===== src/rtl/nn_avalon_pkg.sv =====
// Shared definitions for the NN accelerator Avalon host master and slave side:
// sequencer states, default window addresses, CSR bit indices, command bundle.
package nn_avalon_pkg;

    typedef enum logic [3:0] {
        S_IDLE,
        S_LOAD_PIX,
        S_LOAD_WGT,
        S_START,
        S_POLL_RD,
        S_POLL_WAIT,
        S_CLEAR,
        S_RES_RD,
        S_RES_WAIT
    } state_e;

    localparam logic [10:0] PIXEL_BASE_DEF  = 11'h000;
    localparam logic [10:0] WEIGHT_BASE_DEF = 11'h30F;
    localparam logic [10:0] RESULT_BASE_DEF = 11'h61F;
    localparam logic [10:0] CSR_ADDR_DEF    = 11'h62B;
    localparam int          START_BIT_DEF   = 3;
    localparam int          DONE_BIT_DEF    = 4;

    typedef struct packed {
        logic        req;
        logic        we;
        logic [10:0] addr;
        logic [31:0] wdata;
    } cmd_req_t;

endpackage


===== src/rtl/nn_avm_cmd.sv =====
// Single-command Avalon-MM handshake: latches one read or write request and
// holds it on the bus until the slave drops waitrequest.
module nn_avm_cmd
    import nn_avalon_pkg::*;
(
    input  logic        clk,
    input  logic        rst,
    input  cmd_req_t    req_i,
    output logic        accepted_o,
    output logic        pending_o,
    output logic [31:0] rdata_o,
    output logic        rvalid_o,
    output logic [10:0] avm_address_o,
    output logic        avm_write_o,
    output logic        avm_read_o,
    output logic [31:0] avm_writedata_o,
    output logic [9:0]  avm_burstcount_o,
    output logic        avm_beginbursttransfer_o,
    input  logic        avm_waitrequest_i,
    input  logic [31:0] avm_readdata_i,
    input  logic        avm_readdatavalid_i
);

    logic        wr_q, wr_d, rd_q, rd_d;
    logic [10:0] addr_q, addr_d;
    logic [31:0] wdata_q, wdata_d;

    assign pending_o  = wr_q | rd_q;
    assign accepted_o = pending_o & ~avm_waitrequest_i;

    always_comb begin
        wr_d    = wr_q;
        rd_d    = rd_q;
        addr_d  = addr_q;
        wdata_d = wdata_q;
        if (accepted_o) begin
            wr_d = 1'b0;
            rd_d = 1'b0;
        end else if (!pending_o && req_i.req) begin
            wr_d    = req_i.we;
            rd_d    = ~req_i.we;
            addr_d  = req_i.addr;
            wdata_d = req_i.wdata;
        end
    end

    always_ff @(posedge clk or posedge rst) begin
        if (rst) begin
            wr_q    <= 1'b0;
            rd_q    <= 1'b0;
            addr_q  <= '0;
            wdata_q <= '0;
        end else begin
            wr_q    <= wr_d;
            rd_q    <= rd_d;
            addr_q  <= addr_d;
            wdata_q <= wdata_d;
        end
    end

    assign avm_address_o            = addr_q;
    assign avm_write_o              = wr_q;
    assign avm_read_o               = rd_q;
    assign avm_writedata_o          = wdata_q;
    assign avm_burstcount_o         = 10'd1;
    assign avm_beginbursttransfer_o = 1'b0;
    assign rdata_o                  = avm_readdata_i;
    assign rvalid_o                 = avm_readdatavalid_i;

endmodule


===== src/rtl/nn_avalon_host_master.sv =====
// Job sequencer for the NN accelerator: load pixels/weights, kick CSR start,
// poll done, clear start, read back results. Optional macro: POLL_TIMEOUT_EN.
module nn_avalon_host_master
    import nn_avalon_pkg::*;
#(
    parameter logic [10:0] PIXEL_BASE   = PIXEL_BASE_DEF,
    parameter int          PIXEL_COUNT  = 783,
    parameter logic [10:0] WEIGHT_BASE  = WEIGHT_BASE_DEF,
    parameter int          WEIGHT_COUNT = 784,
    parameter logic [10:0] RESULT_BASE  = RESULT_BASE_DEF,
    parameter int          RESULT_COUNT = 10,
    parameter logic [10:0] CSR_ADDR     = CSR_ADDR_DEF,
    parameter int          START_BIT    = START_BIT_DEF,
    parameter int          DONE_BIT     = DONE_BIT_DEF,
    parameter int          POLL_LIMIT   = 4096
) (
    input  logic        clk,
    input  logic        rst,
    input  logic        go,
    output logic        busy,
    input  logic [15:0] in_data,
    input  logic        in_valid,
    output logic        in_ready,
    output logic [16:0] res_data,
    output logic [3:0]  res_index,
    output logic        res_valid,
    output logic        job_done,
    output logic        job_err,
    output logic [10:0] avm_address,
    output logic        avm_write,
    output logic        avm_read,
    output logic [31:0] avm_writedata,
    output logic [9:0]  avm_burstcount,
    output logic        avm_beginbursttransfer,
    input  logic        avm_waitrequest,
    input  logic [31:0] avm_readdata,
    input  logic        avm_readdatavalid
);

    state_e      state_q, state_d;
    logic [10:0] cnt_q, cnt_d;
    logic [16:0] res_data_q, res_data_d;
    logic [3:0]  res_index_q, res_index_d;
    logic        res_valid_q, res_valid_d, job_done_q, job_done_d;
    cmd_req_t    cmd;
    logic        accepted, pending, rvalid;
    logic [31:0] rdata;
    logic        unused_rdata_hi;

    assign unused_rdata_hi = ^rdata[31:17];

`ifdef POLL_TIMEOUT_EN
    logic [15:0] poll_q, poll_d;
    logic        to_q, to_d, job_err_q, job_err_d;
`else
    localparam int unused_poll_limit = POLL_LIMIT;
`endif

    nn_avm_cmd u_cmd (
        .clk(clk), .rst(rst), .req_i(cmd),
        .accepted_o(accepted), .pending_o(pending),
        .rdata_o(rdata), .rvalid_o(rvalid),
        .avm_address_o(avm_address), .avm_write_o(avm_write), .avm_read_o(avm_read),
        .avm_writedata_o(avm_writedata), .avm_burstcount_o(avm_burstcount),
        .avm_beginbursttransfer_o(avm_beginbursttransfer),
        .avm_waitrequest_i(avm_waitrequest), .avm_readdata_i(avm_readdata),
        .avm_readdatavalid_i(avm_readdatavalid)
    );

    assign busy     = (state_q != S_IDLE);
    assign in_ready = (state_q == S_LOAD_PIX || state_q == S_LOAD_WGT) && !pending;

    always_comb begin
        state_d     = state_q;
        cnt_d       = cnt_q;
        res_data_d  = res_data_q;
        res_index_d = res_index_q;
        res_valid_d = 1'b0;
        job_done_d  = 1'b0;
        cmd         = '0;
`ifdef POLL_TIMEOUT_EN
        poll_d      = poll_q;
        to_d        = to_q;
        job_err_d   = 1'b0;
`endif
        case (state_q)
            S_IDLE: if (go) begin
                state_d = S_LOAD_PIX;
                cnt_d   = '0;
            end
            S_LOAD_PIX, S_LOAD_WGT: begin
                cmd.req   = in_valid && in_ready;
                cmd.we    = 1'b1;
                cmd.addr  = ((state_q == S_LOAD_PIX) ? PIXEL_BASE : WEIGHT_BASE) + cnt_q;
                cmd.wdata = {16'h0, in_data};
                if (accepted) begin
                    cnt_d = cnt_q + 11'd1;
                    if (state_q == S_LOAD_PIX && cnt_q == 11'(PIXEL_COUNT - 1)) begin
                        state_d = S_LOAD_WGT;
                        cnt_d   = '0;
                    end else if (state_q == S_LOAD_WGT && cnt_q == 11'(WEIGHT_COUNT - 1)) begin
                        state_d = S_START;
                    end
                end
            end
            S_START: begin
                cmd = '{req: !pending, we: 1'b1, addr: CSR_ADDR, wdata: 32'(1) << START_BIT};
                if (accepted) begin
                    state_d = S_POLL_RD;
`ifdef POLL_TIMEOUT_EN
                    poll_d  = '0;
                    to_d    = 1'b0;
`endif
                end
            end
            S_POLL_RD: begin
                cmd = '{req: !pending, we: 1'b0, addr: CSR_ADDR, wdata: 32'h0};
                if (accepted) state_d = S_POLL_WAIT;
            end
            S_POLL_WAIT: if (rvalid) begin
                if (rdata[DONE_BIT]) begin
                    state_d = S_CLEAR;
                end else begin
                    state_d = S_POLL_RD;
`ifdef POLL_TIMEOUT_EN
                    poll_d  = poll_q + 16'd1;
                    if (poll_d == 16'(POLL_LIMIT)) begin
                        to_d    = 1'b1;
                        state_d = S_CLEAR;
                    end
`endif
                end
            end
            S_CLEAR: begin
                cmd = '{req: !pending, we: 1'b1, addr: CSR_ADDR, wdata: 32'h0};
                if (accepted) begin
                    state_d = S_RES_RD;
                    cnt_d   = '0;
`ifdef POLL_TIMEOUT_EN
                    // a timed-out job leaves the accelerator idle but skips result readback
                    if (to_q) begin
                        state_d   = S_IDLE;
                        job_err_d = 1'b1;
                    end
`endif
                end
            end
            S_RES_RD: begin
                cmd = '{req: !pending, we: 1'b0, addr: RESULT_BASE + cnt_q, wdata: 32'h0};
                if (accepted) state_d = S_RES_WAIT;
            end
            S_RES_WAIT: if (rvalid) begin
                res_valid_d = 1'b1;
                res_data_d  = rdata[16:0];
                res_index_d = cnt_q[3:0];
                if (cnt_q == 11'(RESULT_COUNT - 1)) begin
                    job_done_d = 1'b1;
                    state_d    = S_IDLE;
                end else begin
                    cnt_d   = cnt_q + 11'd1;
                    state_d = S_RES_RD;
                end
            end
            default: state_d = S_IDLE;
        endcase
    end

    always_ff @(posedge clk or posedge rst) begin
        if (rst) begin
            state_q     <= S_IDLE;
            cnt_q       <= '0;
            res_data_q  <= '0;
            res_index_q <= '0;
            res_valid_q <= 1'b0;
            job_done_q  <= 1'b0;
        end else begin
            state_q     <= state_d;
            cnt_q       <= cnt_d;
            res_data_q  <= res_data_d;
            res_index_q <= res_index_d;
            res_valid_q <= res_valid_d;
            job_done_q  <= job_done_d;
        end
    end

`ifdef POLL_TIMEOUT_EN
    always_ff @(posedge clk or posedge rst) begin
        if (rst) begin
            poll_q    <= '0;
            to_q      <= 1'b0;
            job_err_q <= 1'b0;
        end else begin
            poll_q    <= poll_d;
            to_q      <= to_d;
            job_err_q <= job_err_d;
        end
    end
    assign job_err = job_err_q;
`else
    assign job_err = 1'b0;
`endif

    assign res_data  = res_data_q;
    assign res_index = res_index_q;
    assign res_valid = res_valid_q;
    assign job_done  = job_done_q;

endmodule


===== config.mk =====
export PLATFORM = sky130hd
export DESIGN_NAME = nn_avalon_host_master
export DESIGN_NICKNAME = d
export VERILOG_FILES = /design/src/rtl/nn_avalon_pkg.sv /design/src/rtl/nn_avm_cmd.sv /design/src/rtl/nn_avalon_host_master.sv
export SDC_FILE = /design/constraint.sdc
export NUM_CORES = 1
export LEC_CHECK = 0
export ABC_AREA = 1
export CAP_MARGIN = 10
export CORE_MARGIN = 4
export CORE_UTILIZATION = 50
export CTS_CLUSTER_SIZE = 40
export DETAILED_ROUTE_END_ITERATION = 10
export PLACE_DENSITY = 0.83
export SLEW_MARGIN = 20
export SYNTH_ARGS = -nofsm -noshare
export SYNTH_HDL_FRONTEND = slang
export SYNTH_SLANG_ARGS = --single-unit

===== constraint.sdc =====
create_clock -name clk -period 3.32 [get_ports clk]
set_input_delay 0.664 -clock clk [delete_from_list [all_inputs] [get_ports clk]]
set_output_delay 0.664 -clock clk [all_outputs]
set_load 0.02 [all_outputs]

==> results.ini <==
[die]
design.core.area_um2 = 7810
row_count = 32
die-area_um2 = 9660
die_w_um = 98.3
ios = 136
die_h_um = 98.3
initial_core_util = 0.522

[run]
drv_cap = 0

[global_route]
grt_max_degree = 39
grt_pass1_vias = 3720
grt_usage = 0.217
grt_overflow = 0
antenna_found_initial = 0
grt_pass1_wl_um = 17400

[layout]
final_area_um2 = 5130
drive_gt1_frac = 0.0776
syn2layout_area_growth_pct = 25.8
final_cell_mix = nand2_1, clkdlybuf4s50_1, dfrtp_1
insertedDiodeCount = 0
final_core_util = 0.657
mostFrequentLayoutCell = nand2_1
fin_nets = 704

[setup_path]
slowest_stage = clkdlybuf4s50_1
crit_cells = 6
critPathLaunchType = flip-flop
arrival_ns = 2.31
crit_buf_inv = 2
slowest_delay_ns = 0.63
worstPathRequired_ns = 2.66
reg2reg_slack_ns = 0.96
path_delay_family = simple AND/OR/NAND/NOR gates
crit_chain = nor2_4 -> nand2_4 -> nand2_4 -> inv_2 -> nor2_4 -> clkdlybuf4s50_1
crit_fanout = 15
critPathCaptureType = output pin
crit_type = flip-flop to output pin
r2r_cells = 12

[power]
ir_worst_vdd_v = 0.000462
seqPwrFrac = 0.300
p_leak_nw = 2.59
sw_frac_of_total = 0.465
pwr-share-clk = 0.141
total_power_w = 0.00440
p_per_area_nw_per_um2 = 859
switchingPower_w = 0.00205
pwr-share-comb = 0.559
p_int_w = 0.00235

[timing]
setup_viol = 0
finalHoldViolCount = 0
tightest_slew_ns = 0.668
fin_worst_skew_ns = 0.0141
rsz0062_at_grt = false
max_clock_freq_mhz = 336
relSlewSlack = 0.553
fin_crit_sh = 0.897
period_minus_slack_ns = 2.98
final_max_slew_viol_count = 0
fin_tns_setup_ns = 0
fin_hold_ws_ns = 0.472

[routing]
avgViaCountPerCell = 5.03
first_iter_violations = 280
vias = 3750
first_pass_iters = 4
post-route-drc-count = 0
detail_route.wl_per_cell_um = 13.5
routed_wl_um = 10000
ant_nets = 0

[clock_network]
numCtsBuffers = 9
path_clk_slew_ns = 0.07
clk_latency_ns = 0.35
cts_setup_buffers = 0
htreeDepth = 3
cts.sinks = 67
root_buffer = clkbuf_8
cts_tree = done
cts_resized = 0
ctsHoldBuffers = 0
cts.path.max_buffers = 2

[run_status]
outcome = complete, no violations

[placed_design]
dp_hpwl_um = 7610
place_congestion = 0.909
place_area_um2 = 4950
numPortBuffers = 92

[yosys]
ys_ff_latch = 67
synth_area_leader_cell = dfrtp_1
synthTopCellsByArea = dfrtp_1, nand2_1, nand3_1
seq_area_frac_synth = 0.411
postSynthAreaPerCell_um2 = 7.40
yosys.area.top_type_share = 0.411
syn_area_um2 = 4080
synthDistinctLibCells = 36
yosysWarnings = 0
synthCells = 551

[min_path]
hold-path-cell-count = 2
hold_path_class = flip-flop to flip-flop

-- cells in the mapped netlist --
cell,n
nand2_1,216
dfrtp_1,67
nand3_1,51
nor2_1,34
inv_1,33
buf_4,32
a21oi_1,13
o21ai_1,11
ha_1,10
o21ai_0,10
nand4_1,7
inv_2,6
nand2_2,6
xor2_1,6
buf_2,5
clkbuf_1,5
nand3b_1,5
nor2_4,5
nand2_4,4
nor2_2,3
nor3_1,3
a31oi_1,2
buf_6,2
conb_1,2
nand3_2,2
a211oi_1,1
a21oi_4,1
clkinv_1,1
fa_1,1
inv_4,1
nand3_4,1
o2111ai_1,1
o21bai_1,1
o221ai_1,1
or2_2,1
xnor2_1,1
-- area by class of cell --
class,instances,area (um^2)
Clock buffer,10,138
Inverter,41,156
Multi-Input combinational cell,425,2030
Clock inverter,6,38.8
Tap cell,102,128
Sequential cell,67,1680
Fill cell,677,2680
Timing Repair Buffer,95,956
-- power groups by stage --
stage	registers (W)	logic, W	clock network, W
global placement	0.00132	0.00240	0
global route	0.00136	0.00271	0.000678
CTS	0.00132	0.00247	0.000635
detailed placement	0.00133	0.00246	0
finish	0.00132	0.00246	0.000620
floorplan	0.00162	0.00133	0
-- logic make-up (layout without fill, tap and decap cells) --
group | count (synthesis) | after routing | synth area share
fa+ha+maj | 11 | 11 | 0.0356
simple gates | 338 | 338 | 0.366
buf+inv | 85 | 152 | 0.114
flops | 67 | 67 | 0.411
compound gates | 41 | 41 | 0.0568
xor+xnor | 7 | 7 | 0.0150
other cells | 2 | 28 | 0.00184
-- state kept, by name, summed over array words and instances, names as in the netlist --
| signal | cells |
|---|---|
| cnt_q | 11 |
| job_done | 1 |
| res_data | 17 |
| res_index | 4 |
| res_valid | 1 |
| state_q | 4 |
| u_cmd.avm_address_o | 11 |
| u_cmd.avm_read_o | 1 |
| u_cmd.avm_write_o | 1 |
| u_cmd.avm_writedata_o | 16 |
-- path summary, 6_finish.rpt --
kind / endpoint / startpoint
max: in_ready / state_q[3]$_DFFE_PP0P_
min: u_cmd.avm_writedata_o[12]$_DFFE_PP0P_ / u_cmd.avm_writedata_o[12]$_DFFE_PP0P_
max reg2reg: u_cmd.avm_address_o[6]$_DFFE_PP0P_ / state_q[3]$_DFFE_PP0P_
min reg2reg: u_cmd.avm_writedata_o[12]$_DFFE_PP0P_ / u_cmd.avm_writedata_o[12]$_DFFE_PP0P_
max in group asynchronous: cnt_q[9]$_DFFE_PP0P_ / rst
min in group asynchronous: u_cmd.avm_writedata_o[15]$_DFFE_PP0P_ / rst
-- per-stage QoR --
| stage | std cells | worst slack (ns) |
|---|---|---|
| 3_5_place_dp | 730 | 0.727 |
| 2_1_floorplan | 577 | 0.973 |
| 6_report | 746 | 0.342 |
| 5_1_grt | 746 | 0.215 |
| 4_1_cts | 746 | 0.331 |
| 3_3_place_gp | 730 | 0.767 |
-- routing by layer --
| layer | track usage | routed length (um) |
|---|---|---|
| met5 | 0 | 0 |
| met4 | 0.0662 | 123 |
| met3 | 0.0571 | 642 |
| met2 | 0.367 | 4920 |
| met1 | 0.272 | 4350 |
-- tightest hold or removal path: stages, from the launching register on --
cell and delay, ns:
dfrtp_1 0.34, nand2_1 0.05, nand2_1 0.05
(Power assumes the default switching activity.)
